`src/rtl/fullconnect_pkg.sv`:
```
// Shared definitions for the full-connect read/write buffers: word width,
// FSM state encoding and line-geometry helpers.
package fullconnect_pkg;

  localparam int WORD_WIDTH = 32;

  typedef enum logic [1:0] {
    ST_IDLE = 2'd0,
    ST_RUN  = 2'd1,
    ST_DONE = 2'd2
  } fc_state_e;

  function automatic int fc_wpl(input int data_width);
    return data_width / WORD_WIDTH;
  endfunction

  // A single-word line still needs a 1-bit index to keep port widths legal.
  function automatic int fc_idx_width(input int wpl);
    return (wpl > 1) ? $clog2(wpl) : 1;
  endfunction

endpackage

```
`src/rtl/FullConnectDFF.sv`:
```
// Plain register primitive with asynchronous active-low clear, shared by the
// full-connect control paths.
module FullConnectDFF #(
  parameter int WIDTH = 1
) (
  input  logic             clk,
  input  logic             rstn,
  input  logic [WIDTH-1:0] d,
  output logic [WIDTH-1:0] q
);

  // Control state register.
  always_ff @(posedge clk or negedge rstn) begin
    if (!rstn) begin
      q <= {WIDTH{1'b0}};
    end else begin
      q <= d;
    end
  end

endmodule

```
`src/rtl/fullconnect_word_unpack.sv`:
```
// Combinational selector picking one 32-bit word out of a wide read line;
// word 0 sits in the least-significant bits.
module fullconnect_word_unpack
  import fullconnect_pkg::*;
#(
  parameter int AvalonData_WIDTH = 512,
  parameter int IDX_W            = 4
) (
  input  logic [AvalonData_WIDTH-1:0] i_line,
  input  logic [IDX_W-1:0]            i_idx,
  output logic [WORD_WIDTH-1:0]       o_word
);

  localparam int WPL = fc_wpl(AvalonData_WIDTH);

  logic [WORD_WIDTH-1:0] w_words [WPL];

  for (genvar g = 0; g < WPL; g++) begin : g_split
    assign w_words[g] = i_line[g*WORD_WIDTH +: WORD_WIDTH];
  end

  // Word select; indices past the end of a non-power-of-two line read as zero.
  always_comb begin
    if (int'(i_idx) < WPL) begin
      o_word = w_words[i_idx];
    end else begin
      o_word = {WORD_WIDTH{1'b0}};
    end
  end

endmodule

```
`src/rtl/fullconnect_read_buffer.sv`:
```
// Two-slot ping-pong buffer between the Avalon ReadMaster and the MAC:
// fetches wide lines on command and streams them out as 32-bit words.
module fullconnect_read_buffer
  import fullconnect_pkg::*;
#(
  parameter int AvalonData_WIDTH = 512,
  parameter int NumWords_WIDTH   = 16
) (
  input  logic                        clk,
  input  logic                        rstn,
  input  logic                        Start_i,
  input  logic [NumWords_WIDTH-1:0]   NumWords_i,
  output logic                        Done_o,
  output logic                        ReadReq_o,
  input  logic                        ReadAck_i,
  input  logic [AvalonData_WIDTH-1:0] ReadData_i,
  output logic                        Valid_o,
  input  logic                        Halt_i,
  output logic [WORD_WIDTH-1:0]       Data_o,
  output logic                        Last_o
);

  localparam int WPL   = fc_wpl(AvalonData_WIDTH);
  localparam int IDX_W = fc_idx_width(WPL);
  localparam int NW    = NumWords_WIDTH;

  logic [1:0]            r_state_q;
  logic                  r_rd_ptr;
  logic                  r_wr_ptr;
  logic [1:0]            r_occ;
  logic [NW-1:0]         r_remaining;
  logic [NW-1:0]         r_fetch_left;
  logic [IDX_W-1:0]      r_word_idx;
  logic                  r_done;
  logic [AvalonData_WIDTH-1:0] r_slot [2];

  fc_state_e             w_state;
  fc_state_e             w_state_nxt;
  logic                  w_run;
  logic                  w_req;
  logic                  w_take;
  logic                  w_valid;
  logic                  w_xfer;
  logic                  w_rem_one;
  logic                  w_free;
  logic [1:0]            w_occ_nxt;
  logic                  w_rd_nxt;
  logic                  w_wr_nxt;
  logic [NW-1:0]         w_fetch_ceil;
  logic [WORD_WIDTH-1:0] w_word;

  assign w_state   = fc_state_e'(r_state_q);
  assign w_run     = (w_state == ST_RUN);
  // Request credit comes from registered occupancy only, so a slot freed this
  // cycle is re-requested on the next one.
  assign w_req     = w_run & (r_fetch_left != {NW{1'b0}}) & (r_occ < 2'd2);
  assign w_take    = w_req & ReadAck_i;
  assign w_valid   = w_run & (r_occ != 2'd0);
  assign w_xfer    = w_valid & ~Halt_i;
  assign w_rem_one = (r_remaining == NW'(1));
  assign w_free    = w_xfer & ((r_word_idx == IDX_W'(WPL - 1)) | w_rem_one);
  assign w_occ_nxt = r_occ + {1'b0, w_take} - {1'b0, w_free};
  assign w_rd_nxt  = r_rd_ptr ^ w_free;
  assign w_wr_nxt  = r_wr_ptr ^ w_take;

  assign w_fetch_ceil = (NumWords_i / NW'(WPL))
                      + (((NumWords_i % NW'(WPL)) != {NW{1'b0}}) ? NW'(1) : NW'(0));

  FullConnectDFF #(.WIDTH(2)) u_state_dff (.clk(clk), .rstn(rstn), .d(w_state_nxt), .q(r_state_q));
  FullConnectDFF #(.WIDTH(1)) u_rd_dff    (.clk(clk), .rstn(rstn), .d(w_rd_nxt),    .q(r_rd_ptr));
  FullConnectDFF #(.WIDTH(1)) u_wr_dff    (.clk(clk), .rstn(rstn), .d(w_wr_nxt),    .q(r_wr_ptr));
  FullConnectDFF #(.WIDTH(2)) u_occ_dff   (.clk(clk), .rstn(rstn), .d(w_occ_nxt),   .q(r_occ));

  // Next-state logic; a zero-length command completes without leaving IDLE.
  always_comb begin
    w_state_nxt = w_state;
    case (w_state)
      ST_IDLE: begin
        if (Start_i && (NumWords_i != {NW{1'b0}})) begin
          w_state_nxt = ST_RUN;
        end else begin
          w_state_nxt = ST_IDLE;
        end
      end
      ST_RUN: begin
        if (w_xfer && w_rem_one) begin
          w_state_nxt = ST_DONE;
        end else begin
          w_state_nxt = ST_RUN;
        end
      end
      ST_DONE: w_state_nxt = ST_IDLE;
      default: w_state_nxt = ST_IDLE;
    endcase
  end

  // Word/line counters and the completion pulse.
  always_ff @(posedge clk or negedge rstn) begin
    if (!rstn) begin
      r_remaining  <= {NW{1'b0}};
      r_fetch_left <= {NW{1'b0}};
      r_word_idx   <= {IDX_W{1'b0}};
      r_done       <= 1'b0;
    end else begin
      r_done <= ((w_state == ST_IDLE) & Start_i & (NumWords_i == {NW{1'b0}}))
              | (w_xfer & w_rem_one);
      if ((w_state == ST_IDLE) && Start_i) begin
        r_remaining  <= NumWords_i;
        r_fetch_left <= w_fetch_ceil;
      end else begin
        if (w_xfer) r_remaining <= r_remaining - NW'(1);
        if (w_take) r_fetch_left <= r_fetch_left - NW'(1);
      end
      if (w_free) begin
        r_word_idx <= {IDX_W{1'b0}};
      end else if (w_xfer) begin
        r_word_idx <= r_word_idx + IDX_W'(1);
      end
    end
  end

  // Line storage needs no reset: a slot is only read after it was written.
  always_ff @(posedge clk) begin
    if (w_take) r_slot[r_wr_ptr] <= ReadData_i;
  end

  fullconnect_word_unpack #(
    .AvalonData_WIDTH(AvalonData_WIDTH),
    .IDX_W           (IDX_W)
  ) u_unpack (
    .i_line(r_slot[r_rd_ptr]),
    .i_idx (r_word_idx),
    .o_word(w_word)
  );

  assign Done_o    = r_done;
  assign ReadReq_o = w_req;
  assign Valid_o   = w_valid;
  assign Last_o    = w_valid & w_rem_one;
  assign Data_o    = w_valid ? w_word : {WORD_WIDTH{1'b0}};

endmodule

```
`config.mk`:
```
export PLATFORM = sky130hd
export DESIGN_NAME = fullconnect_read_buffer
export DESIGN_NICKNAME = d
export VERILOG_FILES = /design/src/rtl/fullconnect_pkg.sv /design/src/rtl/FullConnectDFF.sv /design/src/rtl/fullconnect_word_unpack.sv /design/src/rtl/fullconnect_read_buffer.sv
export SDC_FILE = /design/constraint.sdc
export NUM_CORES = 1
export LEC_CHECK = 0
export BUFFER_PORTS_ARGS = -buffer_cell sky130_fd_sc_hd__buf_2
export CORE_MARGIN = 2
export CORE_UTILIZATION = 35
export CTS_BUF_LIST = sky130_fd_sc_hd__clkbuf_4
export DETAILED_ROUTE_END_ITERATION = 8
export PLACE_DENSITY = 0.63
export SYNTH_ARGS = -nofsm -noshare
export SYNTH_HDL_FRONTEND = slang
export SYNTH_SLANG_ARGS = --single-unit
```
`constraint.sdc`:
```
create_clock -name clk -period 38.1 [get_ports clk]
set_input_delay 3.81 -clock clk [delete_from_list [all_inputs] [get_ports clk]]
set_output_delay 3.81 -clock clk [all_outputs]
set_load 0.005 [all_outputs]
```
# --- After elaboration in Yosys (flattened, before gate mapping) ---
# Memory sizes are Yosys's and may differ from the RTL's.
# Index checks and enable logic that the tools add are counted.
totals:
  regBits: 43
  mem_bits_rw: 1024
  input_bits: 533
  out_inout_bits: 36
  elab_cells: 64
  n_memories: 1
classes:
  n_addsub: 6
  n_lt_le_gt_ge: 2
  n_eq_ne: 3
  n_mux: 16
  bitwise_logic: 16
  reduce_logical: 12
mem_list:
  columns: ["memory", "words", "width", "read_ports", "rd_ports_with_merged_regs", "write_ports", "line_no", "text"]
  rows:
  - ["r_slot", 2, 512, 1, 0, 1, "fullconnect_read_buffer.sv:35", "logic [AvalonData_WIDTH-1:0] r_slot [2];"]
op_table:
  columns: ["cell", "count"]
  rows:
  - ["32-bit binary-select mux with 4-bit select", 1]
  - ["32-bit two-way mux", 3]
  - ["16-bit two-way mux", 4]
  - ["16-bit nonzero test", 3]
  - ["16-bit by 1-bit subtractor with 16-bit output, second input constant", 2]
  - ["16-bit by 1-bit == test with 1-bit output, second input constant", 1]
  - ["16-bit zero test", 1]
  - ["12-bit by 1-bit adder with 13-bit output", 1]
  - ["1-bit AND", 10]
  - ["4-bit two-way mux", 2]
  - ["2-bit nonzero test", 4]
  - ["5-bit greater-or-equal comparator, second input constant", 1]
  - ["4-bit NOT with 5-bit output", 1]
  - ["4-bit by 1-bit adder with 4-bit output, second input constant", 1]
  - ["4-bit == test, second input constant", 1]
  - ["1-bit two-way mux", 4]
  - ["2-bit case mux with 2 select lines", 1]
  - ["1-bit logical AND", 3]
  - ["2-bit by 1-bit adder with 2-bit output", 1]
  - ["2-bit by 1-bit == test with 1-bit output, second input constant", 1]
  - ["2-bit zero test", 1]
  - ["2-bit < comparator, second input constant", 1]
  - ["2-bit two-way mux", 1]
  - ["1-bit OR", 2]
  - ["3 further kinds", 4]

# --- Logic depth before layout (Yosys ltp) ---
logic_depth:
  word_depth: 6
  ltp_mapped: 8
  ltp_nobuf: 8

# --- Hierarchy ---
# From an unflattened synthesis, not the netlist that was laid out.
hier_totals:
  cells_unflattened: 2203
  hier_area_um2: 43411.6
modules_own_cells:
  columns: ["module", "n_inst", "cells_per_inst", "area_each_um2", "seq_area_each_um2"]
  rows:
  - ["fullconnect_read_buffer", 1, 1926, 39532.9, 31675.4]
  - ["fullconnect_word_unpack", 1, 271, 3728.6, 0.0]
  - ["FullConnectDFF at u_occ_dff ...", 2, 2, 50.0, 50.0]
  - ["FullConnectDFF at u_rd_dff ...", 2, 1, 25.0, 25.0]

# --- Worst setup path after synthesis ---
# OpenSTA, ideal clock, no wires.
synth_timing:
  path_kind: "input port to flip-flop"
  startpoint: "in ReadAck_i"
  endpoint: "mem r_slot[0][0], enable pin"
  setup_ns: 0.947
  arrival_time_ns: 16.342
  required_time_ns: 37.153
  path_slack_ns: 20.811
  path_stages: 4
  n_path_buf: 1
  cell_sequence: "or3b_2 a31oi_1 buf_4 ha_1"
synth_between:
  elab_chain_cells: 3
synth_lines:
  columns: ["item", "line_no", "text"]
  rows:
  - ["start: declaration", "fullconnect_read_buffer.sv:15", "input logic ReadAck_i,"]
  - ["1-bit AND", "fullconnect_read_buffer.sv:57", "assign w_take = w_req & ReadAck_i;"]
  - ["1-bit two-way mux", "fullconnect_read_buffer.sv:124", "if (w_take) r_slot[r_wr_ptr] <= ReadData_i;"]
  - ["1-bit two-way mux (not written as such)", "fullconnect_read_buffer.sv:124", null]
  - ["end: declaration", "fullconnect_read_buffer.sv:35", null]
# Every way passes these cells.

# --- Final worst setup path ---
layout_timing:
  startpoint: "reg u_rd_dff.q"
  endpoint: "out Data_o[25]"
layout_between:
  elab_chain_cells: 5
layout_lines:
  columns: ["item", "line_no", "text"]
  rows:
  - ["start: declaration", "FullConnectDFF.sv:9", "output logic [WIDTH-1:0] q"]
  - ["start signal: assignment", "FullConnectDFF.sv:15", "q <= {WIDTH{1'b0}};"]
  - ["memory read 2 x 512 bit", null, null]
  - ["32-bit binary-select mux with 4-bit select", "fullconnect_word_unpack.sv:25", "o_word = w_words[i_idx];"]
  - ["32-bit two-way mux (not written as such) (2 in series)", "fullconnect_word_unpack.sv:25", null]
  - ["32-bit two-way mux", "fullconnect_read_buffer.sv:140", "assign Data_o = w_valid ? w_word : {WORD_WIDTH{1'b0}};"]
  - ["end: declaration", "fullconnect_read_buffer.sv:19", "output logic [WORD_WIDTH-1:0] Data_o,"]
# Every way passes these cells. The select of a mux whose other input is x is not followed.

==> flow_summary.toml <==
[timing]
fin_crit_ns = 9.80
finalHoldWorstSlack_ns = 0.503
hold_viol_final = 0
fmax_ghz = 0.102
drv_slew = 0
period_share = 0.257
grt_setup_unrepaired = "false"
finalSetupViolCount = 0
skew_ns = 0.0707
worst_pin_slew_ns = 1.22
finalSetupTns_ns = 0
max_slew_margin = 0.189

[grt]
grt-ovfl-total = 0
grt_max_degree = 137
grt_pass1_vias = 24800
grt_antenna_before_repair = 83
grt_first_pass_wirelength_um = 156000
grt_usage = 0.177

[drt]
viasPerCell = 5.14
vias = 23000
totalWireLength_um = 109000
drcViolationCount = 0
drt_pre_antenna_iters = 7
drt_iter0_drc = 1845
wl_per_cell_um = 24.3
postRouteAntennaNets = 0

[status]
status = "complete, no violations"

[layout]
drive_gt1_frac = 0.489
nets = 3232
syn_to_final_growth_pct = 19.7
multi_input_area_um2 = 9250
regArea_um2 = 31800
fillers = 10500

[synth]
netlist.area_leader.share = 0.740
synth_most_common_cell = "edfxtp_1"
yosysSeqAreaShare = 0.765
async_flop_share = 0.0403
synth_ff_type = "edfxtp_1"
synth.cell_area_um2 = 41600
synthCells = 1898
synth.distinct_cells = 60
synth_common_cells = "1024 x edfxtp_1, 256 x mux4_2, 91 x mux2_2, 64 x nand2_1, 46 x clkbuf_1"
ys_ff_latch = 1067
yosysWarnings = 0
avgSynthCellArea_um2 = 21.9
synthTopCellsByArea = "edfxtp_1 74%, mux4_2 14%, dfrtp_1 2.6%"
synthesis.nets = 2439
synth_enable_flop_cells = 1024
synth_top_cell_by_area = "edfxtp_1"

[pwr]
p_per_area_nw_per_um2 = 76.7
comb_power_share = 0.311
power.sequential.fraction = 0.431
leakagePower_nw = 17.2
switchingPower_w = 0.00124
vdd_ir_drop_max_mv = 0.0409
p_int_w = 0.00258
switching_share = 0.324
p_clk_frac = 0.258

[worst_setup_path]
cp.required_ns = 34.29
cpMaxStageDelayCell = "dfrtp_4"
max_stage_delay_ns = 1.03
worstPathCellList = "buf_4 -> buf_12 -> mux4_2 -> mux2_2 -> o221ai_1 -> a31oi_1 -> buf_2"
critPathMaxFanout = 105
cp.arrival_ns = 5.99
critical_path_class = "reg2out"
worstSetupEndpointType = "primary output"
start_kind = "register"

[clocking]
post_cts_resized = 0
cts_root_buf = "clkbuf_4"
cts_hold_buffers = 0
post_cts_buffers = 0
clock_latency_ns = 1.22
cts_buffer_depth = 4
cts_tree = "done"
clock_sinks = 1067
htreeDepth = 5
cts_inserted_buffers = 299
clk_pin_slew_worst_paths_ns = 0.06

[floorplanning]
rows = 126
dieArea_um2 = 122000
io_pins = 569
initial_core_util = 0.353
die_h_um = 349
die_w_um = 349
fp.coreArea_um2 = 118000

[place]
routabilityCongestion = 0.816
portBuffers = 568
hpwl_um = 71700

[flow_run]
maxCapViolCount = 0

[min_path]
hp-class = "reg2reg"
[logic make-up after synthesis]
logic type | Yosys count | share of synthesized area
buf+inv | 116 | 0.0132
xor+xnor | 24 | 0.00506
compound gates | 161 | 0.0279
fa+ha+maj | 8 | 0.00241
flops | 1067 | 0.765
mux | 354 | 0.165
simple gates | 168 | 0.0210
[per-layer routing]
metal | vias to the layer above | wire [µm] | global-route usage
li1 | 9891 | - | -
met1 | 11700 | 40800 | 0.207
met2 | 1016 | 54100 | 0.284
met3 | 296 | 10300 | 0.0707
met4 | 62 | 2990 | 0.0845
met5 | - | 420 | 0
[worst paths after layout]
kind / start / to / slack (ns) / cells past startpoint
max reg2reg: u_state_dff.q[1]$_DFF_PN0_ / r_slot[0][231]$_DFFE_PP_ / 30.59 / 8
min in group asynchronous: rstn / Done_o$_DFF_PN0_ / 2.78 / 1
min reg2reg: r_remaining[13]$_DFFE_PN0P_ / r_remaining[13]$_DFFE_PN0P_ / 0.50 / 1
min: r_remaining[13]$_DFFE_PN0P_ / r_remaining[13]$_DFFE_PN0P_ / 0.50 / 1
max in group asynchronous: rstn / r_word_idx[1]$_DFFE_PN0P_ / 34.49 / 1
max: u_rd_dff.q$_DFF_PN0_ / Data_o[25] / 28.30 / 7
[power by group through the flow]
stage	clock (W)	combinational [W]	sequential, W
2_1_floorplan	0	0.000803	0.00173
3_3_place_gp	0	0.00120	0.00166
3_5_place_dp	0	0.00122	0.00167
4_1_cts	0.00102	0.00122	0.00165
5_1_grt	0.00108	0.00128	0.00167
6_report	0.000983	0.00119	0.00164
[state kept, by name, summed over array words and instances, names as in the netlist]
signal and count:
u_state_dff.q 2, u_rd_dff.q 1, Done_o 1, u_wr_dff.q 1, r_remaining 16, r_word_idx 4, r_slot 1024, r_fetch_left 16
u_occ_dff.q 2
[final cells by class]
cell class	instances	share of cell area
well taps	1536	0.0386
diodes	49	0.00246
flip-flops and latches	1067	0.640
repair buffers	598	0.0624
clock inverters	71	0.00779
clock buffers	416	0.0627
inverters	10	0.000754
multi-input cells	715	0.186
[worst max-delay path: cells and delay by family (launching register included)]
family	cells	cell delay [ns]
compound gates	2	0.81
buf+inv	3	1.49
flops	1	1.03
mux	2	0.88
[per-stage QoR]
| step | setup slack, ns | total power, W | std cells | util | cell area, µm² |
|---|---|---|---|---|---|
| finish | 28.30 | 0.00382 | 4462 | 0.422 | 49800 |
| global route | 27.69 | 0.00402 | 4449 | 0.422 | 49800 |
| CTS | 27.86 | 0.00389 | 4413 | 0.421 | 49700 |
| detailed placement | 27.27 | 0.00289 | 3926 | 0.391 | 46200 |
| global placement | 27.66 | 0.00285 | 3926 | 0.391 | 46200 |
| floorplan | 20.81 | 0.00253 | 1898 | - | 41600 |
[cells in the final DEF (no fill, tap or decap), types with 3 or more instances in the layout]
cell | Yosys | routed
edfxtp_1 | 1024 | 1024
buf_2 | 22 | 568
clkbuf_4 | 0 | 416
mux4_2 | 256 | 256
mux2_2 | 91 | 91
nand2_1 | 64 | 64
clkinv_1 | 0 | 50
diode_2 | 0 | 49
dfrtp_1 | 43 | 38
o221ai_1 | 32 | 32
a31oi_1 | 29 | 29
a22oi_1 | 27 | 27
buf_4 | 15 | 27
nor2_1 | 25 | 23
nand3_1 | 18 | 18
o21ai_0 | 17 | 17
a21oi_1 | 15 | 15
xnor2_1 | 14 | 14
clkinv_2 | 0 | 13
inv_1 | 10 | 10
xor2_1 | 10 | 10
o211ai_1 | 10 | 10
nor4_1 | 8 | 8
nand4_1 | 8 | 8
mux2i_1 | 7 | 7
a221oi_1 | 7 | 7
nor3_1 | 7 | 7
ha_1 | 8 | 7
a311oi_1 | 5 | 5
o311ai_0 | 5 | 5
or4_1 | 4 | 4
inv_2 | 0 | 4
bufinv_16 | 0 | 4
or3_1 | 3 | 3
and2_1 | 4 | 3
a21o_1 | 3 | 3
buf_12 | 0 | 3
dfrtp_4 | 0 | 3
Power figures use the tool's default switching activity.
